==> config.mk <==
export PLATFORM = sky130hd
export DESIGN_NAME = instr_fetch_unit
export DESIGN_NICKNAME = d
export VERILOG_FILES = /design/src/rtl/instr_fetch_unit.sv
export SDC_FILE = /design/constraint.sdc
export NUM_CORES = 1
export LEC_CHECK = 0
export BUFFER_PORTS_ARGS = -buffer_cell sky130_fd_sc_hd__buf_2
export CAP_MARGIN = 20
export CORE_MARGIN = 4
export CORE_UTILIZATION = 51
export DETAILED_ROUTE_END_ITERATION = 6
export PLACE_DENSITY = 0.73
export SYNTH_ARGS = -nofsm -noshare
export SYNTH_HDL_FRONTEND = slang
export SYNTH_SLANG_ARGS = --single-unit
==> constraint.sdc <==
create_clock -name clk_i -period 4 [get_ports clk_i]
set_input_delay 0.8 -clock clk_i [delete_from_list [all_inputs] [get_ports clk_i]]
set_output_delay 0.8 -clock clk_i [all_outputs]
set_load 0.01 [all_outputs]
==> src/rtl/instr_fetch_unit.sv <==
// ============================================================================
// Module  : instr_fetch_unit
// Brief   : Fetch stage with 1-cycle imem, 2-entry output FIFO, stall/redirect
// Revision: 1.0
// ============================================================================
`default_nettype none

module instr_fetch_unit #(
    parameter logic [31:0] RESET_PC = 32'h0000_0000,
    parameter logic [31:0] NOP_INS  = 32'h0000_0013
) (
    input  logic        clk_i,
    input  logic        rst_i,
    output logic        imem_req_o,
    output logic [31:0] imem_addr_o,
    input  logic [31:0] imem_rdata_i,
    input  logic        stall_i,
    input  logic        redirect_i,
    input  logic [31:0] redirect_pc_i,
    output logic [31:0] ins_o,
    output logic [31:0] pc_id_o,
    output logic        ins_valid_o,
    output logic        fetch_fault_o
);

    typedef enum logic [1:0] {
        ST_RUN   = 2'd0,
        ST_REDIR = 2'd1,
        ST_FAULT = 2'd2
    } state_e;

    state_e      state_q, state_d;
    logic [31:0] pc_q, pc_d;
    logic [31:0] req_pc_q;
    logic        inflight_q;
    logic [1:0]  count_q, count_d;
    logic [31:0] head_ins_q, head_ins_d, head_pc_q, head_pc_d;
    logic [31:0] tail_ins_q, tail_ins_d, tail_pc_q, tail_pc_d;

    logic        w_redir_ok;
    logic        w_pop;
    logic        w_push;
    logic [2:0]  w_occupancy;

    assign w_redir_ok  = redirect_i & (redirect_pc_i[1:0] == 2'b00);
    assign ins_valid_o = (count_q != 2'd0);
    assign w_pop       = ins_valid_o & ~stall_i & ~redirect_i;
    // A word returning in a redirect cycle is wrong-path and is dropped.
    assign w_push      = inflight_q & ~redirect_i;
    assign w_occupancy = {1'b0, count_q} + {2'b00, inflight_q} - {2'b00, w_pop};

    assign imem_addr_o   = pc_q;
    assign ins_o         = ins_valid_o ? head_ins_q : NOP_INS;
    assign pc_id_o       = head_pc_q;
    assign fetch_fault_o = (state_q == ST_FAULT);

    // Next state and request issue
    always_comb begin
        state_d    = state_q;
        imem_req_o = 1'b0;
        if (redirect_i) begin
            state_d = w_redir_ok ? ST_REDIR : ST_FAULT;
        end else if (state_q == ST_REDIR) begin
            state_d = ST_RUN;
        end
        if (!rst_i && state_q == ST_RUN && !redirect_i && w_occupancy < 3'd2) begin
            imem_req_o = 1'b1;
        end
    end

    // Fetch PC and FIFO datapath
    always_comb begin
        pc_d       = pc_q;
        count_d    = count_q;
        head_ins_d = head_ins_q;
        head_pc_d  = head_pc_q;
        tail_ins_d = tail_ins_q;
        tail_pc_d  = tail_pc_q;

        if (w_redir_ok) begin
            pc_d = redirect_pc_i;
        end else if (imem_req_o) begin
            pc_d = pc_q + 32'd4;
        end

        if (redirect_i) begin
            count_d = 2'd0;
        end else begin
            case ({w_push, w_pop})
                2'b11: begin
                    if (count_q == 2'd1) begin
                        head_ins_d = imem_rdata_i;
                        head_pc_d  = req_pc_q;
                    end else begin
                        head_ins_d = tail_ins_q;
                        head_pc_d  = tail_pc_q;
                        tail_ins_d = imem_rdata_i;
                        tail_pc_d  = req_pc_q;
                    end
                end
                2'b01: begin
                    // Popping the last entry leaves the head untouched so PC_ID holds.
                    if (count_q == 2'd2) begin
                        head_ins_d = tail_ins_q;
                        head_pc_d  = tail_pc_q;
                    end
                    count_d = count_q - 2'd1;
                end
                2'b10: begin
                    if (count_q == 2'd0) begin
                        head_ins_d = imem_rdata_i;
                        head_pc_d  = req_pc_q;
                    end else begin
                        tail_ins_d = imem_rdata_i;
                        tail_pc_d  = req_pc_q;
                    end
                    count_d = count_q + 2'd1;
                end
                default: ;
            endcase
        end
    end

    always_ff @(posedge clk_i) begin
        if (rst_i) begin
            state_q    <= ST_RUN;
            pc_q       <= RESET_PC;
            req_pc_q   <= 32'd0;
            inflight_q <= 1'b0;
            count_q    <= 2'd0;
            head_ins_q <= 32'd0;
            head_pc_q  <= 32'd0;
            tail_ins_q <= 32'd0;
            tail_pc_q  <= 32'd0;
        end else begin
            state_q    <= state_d;
            pc_q       <= pc_d;
            inflight_q <= imem_req_o;
            if (imem_req_o) begin
                req_pc_q <= pc_q;
            end
            count_q    <= count_d;
            head_ins_q <= head_ins_d;
            head_pc_q  <= head_pc_d;
            tail_ins_q <= tail_ins_d;
            tail_pc_q  <= tail_pc_d;
        end
    end

endmodule

`default_nettype wire

Word-level counts from Yosys, hierarchy flattened:

Cells that the tools add are included.

* register bits after elaboration: 197
* input bits: 68
* output and inout port bits: 99
* word-level logic and storage cells: 71

* add/sub/neg operators: 5
* reductions and logical operators: 17
* order comparisons: 1
* equal/unequal tests: 11
* multiplexer cells: 22
* bitwise gates (word level): 6

Operators with widths (count)
* $mux 32: 13
* $pmux 32 s3: 2
* $pmux 32 s2: 2
* $add 32x3->32 const B: 1
* $reduce_bool 2->1: 5
* $eq 2x2->1 const B: 4
* $ne 2x2->1 const B: 4
* $reduce_and 4->1: 2
* $eq 2x1->1 const B: 3
* $logic_not 2->1: 3
* $mux 2: 3
* $and 1x1->1: 4
* $pmux 2 s2: 1
* $add 2x1->3: 1
* $logic_and 1x1->1: 3
* $lt 3x2->1 const B: 1
* $reduce_bool 3->1: 1
* $sub 3x1->3: 1
* $add 2x1->2 const B: 1
* $logic_not 1->1: 2
* $not 1->1: 2
* $reduce_or 2->1: 1
* $sub 2x1->2 const B: 1
* $mux 1: 1

Logic depth before layout (Yosys ltp):

Gate-level depths: netlist of the first run.

* depth in word-level cells: 9
* mapped depth: 14
* mapped depth without buffers: 12

Worst setup path before layout of the first run:

No wires, ideal clock.

* path type: input-to-output
* start point: input redirect_i
* end point: output imem_req_o
* setup slack: 0.025 ns
* stages: 10
* buffers on the path: 3
* data required time: 3.200 ns
* arrival time: 3.175 ns
* path through: clkbuf_1 -> nor3_1 -> ha_1 -> nand2b_1 -> fa_1 -> xnor2_1 -> nand3_1 -> inv_1 -> buf_2 -> buf_1

* word-level cells in the longest chain between the ends: 6
* elaborated cells between the ends (all ways): 8
* those cells by class: 1 x add/sub; 1 x order compare; 1 x mux; 2 x bitwise; 3 x reduce/logical

RTL lines
* start, declared: RTL line 18 `input logic redirect_i,`
* $not 1->1 (no line)
* $and 1x1->1: RTL line 47 `assign w_pop = ins_valid_o & ~stall_i & ~redirect_i;`
* $sub 3x1->3: RTL line 50 `assign w_occupancy = {1'b0, count_q} + {2'b00, inflight_q} - {2'b00, w_pop};`
* $lt 3x2->1: RTL line 66 `if (!rst_i && state_q == ST_RUN && !redirect_i && w_occupancy < 3'd2) begin`
* $logic_and 1x1->1 *: RTL line 66
* $mux 1 *: RTL line 66
* end, declared: RTL line 14 `output logic imem_req_o,`

Mark *: on every way between the ends. The rest lies on a longest branch, timed or not.

Final worst setup path of the first run:

* start point: register count_q[1]
* end point: output imem_req_o

* word-level cells in the longest chain between the ends: 7
* elaborated cells between the ends (all ways): 8
* those cells by class: 2 x add/sub; 1 x order compare; 1 x mux; 2 x bitwise; 2 x reduce/logical

RTL lines
* start, declared: RTL line 36 `logic [1:0] count_q, count_d;`
* start signal, assigned: RTL line 142 `count_q <= count_d;`
* $reduce_bool 2->1: RTL line 46 `assign ins_valid_o = (count_q != 2'd0);`
* $and 1x1->1 (2 in series): RTL line 47
* $sub 3x1->3 *: RTL line 50
* $lt 3x2->1 *: RTL line 66
* $logic_and 1x1->1 *: RTL line 66
* $mux 1 *: RTL line 66

Marks and branches as above.

==> run_results.csv, run 1 <==
group,metric,value,unit
outcome,status,"finished, final reports clean",
global_route,grt_pass1_vias,8113,
drt,drt.antenna.violating_nets,0,
finish,antennaDiodeCount,0,
setup_path,reg2reg_from,"count_q[1]",
cts,cts_tree,"done",
min_path,hold_class,"flop to flop",
finish,area_growth,15.92,%
power,leakage,0.003893,µW
timing,post-route-period-util,92.35,%
timing,fin_crit,3694,ps
logic_synthesis,async_flop_share,0,%
setup_path,crit_start,"count_q[1]",
cts,clockBufferDepth,2,
logic_synthesis,ys_seq_area_share,42.16,%
cts,cts-root-buf,"clkbuf_16",
timing,skew,11.37,ps
drt,vias,8815,
drt,avgRoutedWirePerCell,16.40,µm
logic_synthesis,synth-seq-cells,197,
die,ios,167,
timing,worstMarginPinSlew,731.0,ps
finish,nNetsFinal,1330,
logic_synthesis,syn_avg_cell_area,8.156,µm²
cts,numCtsBuffers,17,
finish,drive_gt1_share,19.12,%
die,fp.dieH,143.4,µm
finish,stdcell_count,1495,
min_path,min_from,"tail_pc_q[31]",
die,start_util,51.90,%
global_route,grt_overflow,0,
cts,h-tree-depth,4,
logic_synthesis,synth_fp_nets,1224,
timing,hold_violations,0,
logic_synthesis,ys_types,49,
cts,clock_sinks,197,
finish,fin_area,10840,µm²
power,power_frac_comb,8.8,%
placed_design,post_dp_cell_area,10280,µm²
logic_synthesis,ys.flop_type,"dfxtp_1",
timing,setup_violations,0,
timing,slew-limit-headroom,51.27,%
power,p_seq_share,50.4,%
drt,dr.first_iter.drc_count,643,
cts,postCtsHoldBufs,0,
power,power.switching,1023,µW
logic_synthesis,synthCells,1147,
drt,routed_via_density,5.896,
timing,tns,0,ps
finish,multi_input_area,4975,µm²
setup_path,endpoint_kind,"output pin",
die,die_w,143.4,µm
cts,clkLatencyLatePin,430,ps
timing,rsz0062_at_grt,"false",
die,dieArea,20580,µm²
placed_design,hpwlAfterDp,15.87,mm
die,rows,49,
finish,fillCellCount,1712,
global_route,grt_max_degree,77,
die,coreArea,18020,µm²
placed_design,dp.cells,1463,
global_route,grt_use_total,23.66,%
logic_synthesis,synth_edf_count,0,
setup_path,cp_max_fo,5,
power,p_clk_share,40.7,%
power,internal-power,3020,µW
setup_path,crit_type,"flop to output pin",
timing,slew_viol_final,0,
setup_path,crit_path_start_kind,"flop",
global_route,grt_pass1_wl,40.37,mm
power,powerDensity,372.8,nW/µm²
setup_path,cp_data_arrival_time,2890,ps
logic_synthesis,ys_warn_count,0,
power,vdd_drop_max,0.0003161,V
drt,drc,0,
cts,cts_resized,0,
placed_design,io_buffers,166,
timing,timing.fmax,270.7,MHz
placed_design,routabilityCongestion,0.8826,
drt,drt_pass1_iterations,5,
finish,regArea,3944,µm²
power,switching_share,25.31,%
drt,drt-total-wl,24.51,mm
setup_path,crit_required,3200,ps
cts,clkTransAtPathRegs,70,ps
logic_synthesis,syn-cell-area,9355,µm²
global_route,antenna_found_initial,0,
job,maxCapViolCount,0,
cts,cts_setup_buffers,0,
[cell families (layout without fill, tap and decap cells)]
kind of cell / Yosys count / in the layout / share of synthesized area [%]
simple gates: 413 / 413 / 19.85
compound gates: 329 / 329 / 22.82
flops: 197 / 197 / 42.16
buf+inv: 115 / 234 / 5.136
mux: 63 / 63 / 6.794
xor+xnor: 21 / 21 / 1.966
fa+ha+maj: 9 / 9 / 1.284
[worst paths after layout]
path,cells after the start,slack (ps),endpoint
worst max register to register,13,670,imem_addr_o[31]
worst min-delay path,2,460,tail_pc_q[31]
worst max-delay path,10,310,imem_req_o
worst min register to register,2,460,tail_pc_q[31]
[area by class of cell]
cell class,instances,share of cell area [%]
multi-input cells,835,45.87
well taps,229,2.642
repair buffers,191,9.565
clock inverters,10,0.8884
clock buffers,22,4.281
inverters,11,0.3808
flip-flops and latches,197,36.37
[power groups by stage]
| stage | combinational [µW] | clock (µW) | sequential, µW |
|---|---|---|---|
| 2_1_floorplan | 222 | 0 | 2080 |
| 3_3_place_gp | 351 | 0 | 2080 |
| 3_5_place_dp | 355 | 0 | 2080 |
| 4_1_cts | 357 | 1680 | 2040 |
| 5_1_grt | 394 | 1750 | 2040 |
| 6_report | 356 | 1650 | 2040 |
[cell usage in the layout, fill, tap and decap left out, types with 5 or more instances in the layout]
master,n
ha_1,5
xor2_1,9
inv_1,11
buf_4,24
nor3_1,15
clkbuf_16,17
buf_2,165
nand4_1,14
nor2_1,95
nand3_1,13
o21ai_0,6
or3_1,5
a211oi_1,72
nor2b_1,30
xnor2_1,12
nand2_1,207
and2_1,5
a221oi_1,65
nor4_1,6
and3_1,5
mux2i_1,59
a21oi_1,166
dfxtp_1,197
[registers in the layout, indices dropped and copies added, names as in the netlist]
signal / flops
req_pc_q: 32
tail_pc_q: 32
pc_id_o: 32
tail_ins_q: 32
imem_addr_o: 32
inflight_q: 1
head_ins_q: 32
count_q: 2
state_q: 2
[per-layer routing]
layer | vias up | global-route usage, % | part of all wire (%)
li1 | 4318 | - | -
met1 | 4198 | 33.34 | 47
met3 | 24 | 4.226 | 6.4
met4 | 0 | 7.532 | 1.4
met2 | 275 | 37.04 | 45
met5 | - | 0 | 0
[through the flow]
| step | hold WS [ps] | setup slack, ps | total power (µW) | util (%) |
|---|---|---|---|---|
| floorplan | 436.1 | 25.04 | 2300 | - |
| global placement | 441.6 | 600.9 | 2433 | 57.05 |
| detailed placement | 449.6 | 528.8 | 2438 | 57.05 |
| CTS | 459.0 | 267.8 | 4070 | 60.16 |
| global route | 482.4 | 19.41 | 4187 | 60.16 |
| finish | 457.5 | 306.1 | 4043 | 60.16 |
[Yosys cell counts (2+ instances only)]
cell,count,area [µm²]
buf_1,10,37.54
nor2_1,95,356.6
o21ai_0,6,30.03
o22ai_1,2,12.51
buf_2,5,25.02
nor3_1,15,75.07
nand4_1,14,87.58
mux2_2,4,45.04
buf_6,4,45.04
nand3_1,14,70.07
xnor2_1,12,105.1
nand2b_1,3,18.77
a21oi_1,166,830.8
nor4_2,4,50.05
a221oi_1,65,569.3
a22o_1,4,35.03
mux2i_1,59,590.6
and3_1,5,31.28
or3_1,5,31.28
a311oi_1,3,26.28
nor2b_1,30,187.7
and2_1,5,31.28
ha_1,8,100.1
buf_4,2,15.01
a31oi_1,3,18.77
a211oi_1,72,540.5
nand2_1,207,777.0
dfxtp_1,197,3944
inv_1,11,41.29
clkbuf_1,82,307.8
nor4_1,6,37.54
or2_2,4,25.02
xor2_1,9,78.83
[worst max-delay path, cell delays in order, from the launching register on]
cell and delay [ps]:
dfxtp_1 440, inv_1 130, ha_1 220, nor3_1 240, ha_1 270, nand2b_1 150, fa_1 380, xnor2_1 280
nand3_2 120, inv_1 90, buf_2 150
Power figures use the tool's default switching activity.
==> run 2: changes to the inputs <==
- CORE_UTILIZATION: 51 -> 52
- CTS_BUF_LIST: unset -> sky130_fd_sc_hd__clkbuf_8
- PLACE_DENSITY: 0.73 -> 0.74
==> run_results.csv, run 2 (same netlist as run 1, synthesis figures left out) <==
group,metric,value,unit
timing,hold_ws,460.9,ps
cts,cts_resized,0,
placed_design,hpwlAfterDp,15.13,mm
timing,post-route-period-util,93.51,%
setup_path,endpoint_kind,"output pin",
cts,postCtsHoldBufs,0,
global_route,antenna_found_initial,0,
cts,cts_tree,"done",
min_path,hold_class,"flop to flop",
finish,drive_gt1_share,18.76,%
die,dieArea,20200,µm²
placed_design,dp_slack,512.5,ps
min_path,hold_path_depth,2,
drt,vias,8740,
die,fp.dieH,142.1,µm
setup_path,crit_type,"flop to output pin",
cts,cts-root-buf,"clkbuf_8",
finish,regArea,3944,µm²
setup_path,worst_r2r_path_depth,13,
drt,routed_via_density,5.893,
timing,tns,0,ps
die,rows,48,
setup_path,cp_data_arrival_time,2940,ps
cts,clkLatencyLatePin,480,ps
cts,clockBufferDepth,2,
global_route,grt_overflow,0,
cts,clkTransAtPathRegs,90,ps
timing,slew_viol_final,0,
job,maxCapViolCount,0,
setup_path,crit_required,3200,ps
drt,dr.first_iter.drc_count,566,
placed_design,routabilityCongestion,0.8750,
drt,drt_pass1_iterations,4,
finish,area_growth,13.83,%
timing,setup_slack,259.6,ps
global_route,grt_pass1_wl,39.83,mm
timing,worstMarginPinSlew,964.3,ps
die,die_w,142.1,µm
finish,fillCellCount,1642,
power,leakage,0.003803,µW
cts,cts_setup_buffers,0,
finish,final_cell_mix,"nand2_1 (207), dfxtp_1 (197), a21oi_1 (166)",
die,start_util,53.53,%
timing,hold_violations,0,
global_route,grt_use_total,23.77,%
finish,mostFrequentLayoutCell,"nand2_1",
power,vdd_drop_max,0.0002345,V
finish,antennaDiodeCount,0,
outcome,status,"finished, final reports clean",
finish,multi_input_area,4975,µm²
timing,rsz0062_at_grt,"false",
placed_design,dp.cells,1451,
drt,drt.antenna.violating_nets,0,
drt,drt-total-wl,24.45,mm
finish,stdcell_count,1483,
cts,numCtsBuffers,17,
timing,slew-limit-headroom,35.71,%
timing,skew,14.43,ps
global_route,grt_max_degree,101,
timing,setup_violations,0,
cts,h-tree-depth,4,
setup_path,cp_max_fo,5,
drt,avgRoutedWirePerCell,16.49,µm
drt,drc,0,
timing,fin_crit,3740,ps
die,coreArea,17480,µm²
die,ios,167,
placed_design,io_buffers,166,
power,power,3681,µW
finish,nNetsFinal,1322,
setup_path,crit_path_start_kind,"flop",
timing,timing.fmax,267.4,MHz
cts,clock_sinks,197,
power,powerDensity,345.7,nW/µm²
global_route,grt_pass1_vias,7926,
-- run 2: critical path, stage by stage, from the launching register on --
cell and delay, ps:
dfxtp_1 440, inv_1 120, ha_1 210, nor3_1 240, ha_1 280, nand2b_1 150
fa_1 370, xnor2_1 260, nand3_2 120, inv_1 100, buf_2 160
-- run 2: worst paths after layout --
path,start,end,slack (ps)
min reg2reg,tail_pc_q[29],tail_pc_q[29],460
max,count_q[1],imem_req_o,260
max reg2reg,count_q[1],imem_addr_o[5],630
min,tail_pc_q[29],tail_pc_q[29],460
-- run 2: area by class of cell --
type	count	area share [%]
repair buffers	183	9.529
clock inverters	13	1.234
well taps	225	2.644
flip-flops and latches	197	37.03
clock buffers	19	2.456
inverters	11	0.3877
multi-input cells	835	46.72
-- run 2: stage by stage --
step           area, µm²  util, %
2_1_floorplan       9355        -
3_3_place_gp       10260    58.68
3_5_place_dp       10260    58.68
4_1_cts            10650    60.93
5_1_grt            10650    60.93
6_report           10650    60.93
-- run 2: routing by layer --
| metal | track usage (%) | share of wire [%] | routed length, µm | vias up |
|---|---|---|---|---|
| met4 | 6.717 | 1.7 | 418 | 0 |
| met5 | 0 | 0 | 0 | - |
| met1 | 33.99 | 45 | 11050 | 4116 |
| li1 | - | - | - | 4285 |
| met3 | 4.234 | 7.3 | 1796 | 31 |
| met2 | 37.02 | 46 | 11190 | 308 |
-- run 2: power breakdown --
group	switching, µW	internal (µW)
clock	705	586
sequential	42.7	1990
combinational	228	125
total	976	2710
==> run 3: changes to the inputs <==
- PLACE_DENSITY: 0.74 -> 0.79
==> run_results.csv, run 3 (same netlist as run 1, synthesis figures left out) <==
group,metric,value,unit
outcome,status,"finished, final reports clean",
min_path,hold_class,"flop to flop",
cts,clkTransAtPathRegs,100,ps
setup_path,max_stage_delay,430,ps
finish,multi_input_area,4982,µm²
drt,avgRoutedWirePerCell,16.85,µm
timing,post-route-period-util,93.58,%
power,p_seq_share,54.1,%
min_path,min_from,"tail_pc_q[27]",
global_route,grt_use_total,23.98,%
finish,mostFrequentLayoutCell,"nand2_1",
timing,skew,14.50,ps
drt,drt.antenna.violating_nets,0,
min_path,holdPathEnd,"tail_pc_q[27]",
drt,dr.first_iter.drc_count,714,
setup_path,worst-r2r-setup-slack,620,ps
drt,wl_met1,11.19,mm
die,die_w,142.1,µm
setup_path,crit_type,"flop to output pin",
timing,timing.fmax,267.1,MHz
cts,cts_tree,"done",
die,ios,167,
timing,hold_ws,462.5,ps
cts,h-tree-depth,4,
die,rows,48,
finish,area_growth,14.48,%
setup_path,cp_data_arrival_time,2940,ps
drt,routed_via_density,5.960,
setup_path,crit_required,3200,ps
cts,clkLatencyLatePin,460,ps
die,coreArea,17480,µm²
timing,worstMarginPinSlew,829.2,ps
cts,cts-root-buf,"clkbuf_8",
setup_path,cp_max_fo,3,
finish,drive_gt1_share,19.02,%
power,power.switching,973.8,µW
finish,nNetsFinal,1327,
placed_design,routabilityCongestion,0.8708,
power,power_frac_comb,9.5,%
setup_path,crit_slowest_cell,"dfxtp_1",
finish,regArea,3945,µm²
timing,slew_viol_final,0,
global_route,grt_max_degree,78,
power,leakage,0.003830,µW
cts,clock_sinks,197,
finish,final_cell_mix,"nand2_1 (207), dfxtp_1 (196), a21oi_1 (166)",
drt,wl_met3,1.888,mm
global_route,grt_pass1_vias,8087,
setup_path,crit_path_start_kind,"flop",
setup_path,reg2reg_from,"count_q[0]",
power,switching_share,25.82,%
cts,postCtsHoldBufs,0,
drt,drt_pass1_iterations,5,
drt,drt-total-wl,25.06,mm
global_route,antenna_found_initial,0,
setup_path,worst_r2r_endpoint,"imem_addr_o[16]",
placed_design,dp.cells,1456,
die,start_util,53.53,%
finish,fillCellCount,1565,
power,p_clk_share,36.4,%
setup_path,endpoint_kind,"output pin",
timing,fin_crit,3743,ps
job,maxCapViolCount,0,
timing,hold_violations,0,
cts,cts_setup_buffers,0,
drt,drc,0,
placed_design,hpwlAfterDp,15.94,mm
timing,tns,0,ps
global_route,grt_overflow,0,
finish,stdcell_count,1487,
timing,slew-limit-headroom,44.72,%
timing,rsz0062_at_grt,"false",
cts,numCtsBuffers,17,
drt,wl_met2,11.56,mm
power,powerDensity,352.2,nW/µm²
finish,antennaDiodeCount,0,
cts,clockBufferDepth,2,
power,vdd_drop_max,0.0002116,V
setup_path,worst_r2r_path_depth,13,
drt,vias,8863,
power,internal-power,2798,µW
die,fp.dieH,142.1,µm
global_route,grt_pass1_wl,40.03,mm
min_path,hold_path_depth,2,
placed_design,io_buffers,166,
drt,top_layer,"met4",
timing,setup_violations,0,
setup_path,path_cells,"inv_1 -> ha_1 -> nor3_1 -> ha_1 -> nand2b_1 -> fa_1 -> xnor2_2 -> nand3_2 -> inv_1 -> buf_2",
die,dieArea,20200,µm²
## run 3: layer usage
layer  up-vias  global-route usage (%)
met3        32                   4.973
met2       354                   38.11
met5         -                       0
li1       4302                       -
met1      4175                   33.04
met4         0                   7.172
## run 3: cell type report
type / count / share of cell area, %
Clock buffer: 17 / 2.185
Clock inverter: 14 / 1.741
Inverter: 11 / 0.3855
Multi-Input combinational cell: 835 / 46.52
Timing Repair Buffer: 188 / 9.708
Tap cell: 225 / 2.628
Sequential cell: 197 / 36.83
## run 3: power groups by stage
stage                     clock (µW)  combinational [µW]  sequential (µW)
after floorplan                    0                 222             2080
after detailed placement           0                 356             2080
final                           1370                 358             2040
after global placement             0                 350             2080
after CTS                       1400                 357             2040
after global routing            1480                 393             2050
## run 3: worst max path at each step
stage	to	start	slack (ps)
floorplan	imem_req_o	redirect_i	30
global placement	imem_addr_o[18]	redirect_i	540
detailed placement	imem_addr_o[16]	redirect_i	390
CTS	imem_req_o	count_q[1]	140
global route	imem_req_o	count_q[0]	20
finish	imem_req_o	count_q[0]	260
## run 3: through the flow
stage          total power [µW]  utilization [%]  area, µm²  worst slack, ps
6_report                   3772            61.28      10710            256.6
2_1_floorplan              2300                -       9355            25.04
3_5_place_dp               2439            58.83      10280            393.6
5_1_grt                    3915            61.28      10710            15.12
3_3_place_gp               2432            58.83      10280            541.9
4_1_cts                    3795            61.23      10700            139.5
## run 3: critical path, delay by kind of cell (launching register included)
kind,cells,cell delay (ps)
DFF,1,430
buffers and inverters,3,400
and+or+nand+nor,3,540
adders and majority gates,3,910
xor gates and xnor gates,1,210
## run 3: repair_timing
item                                    in CTS  in global routing
endpoints found under the setup margin       0                  1
gates resized for setup                      0                  2
hold endpoints to repair                     0                  0
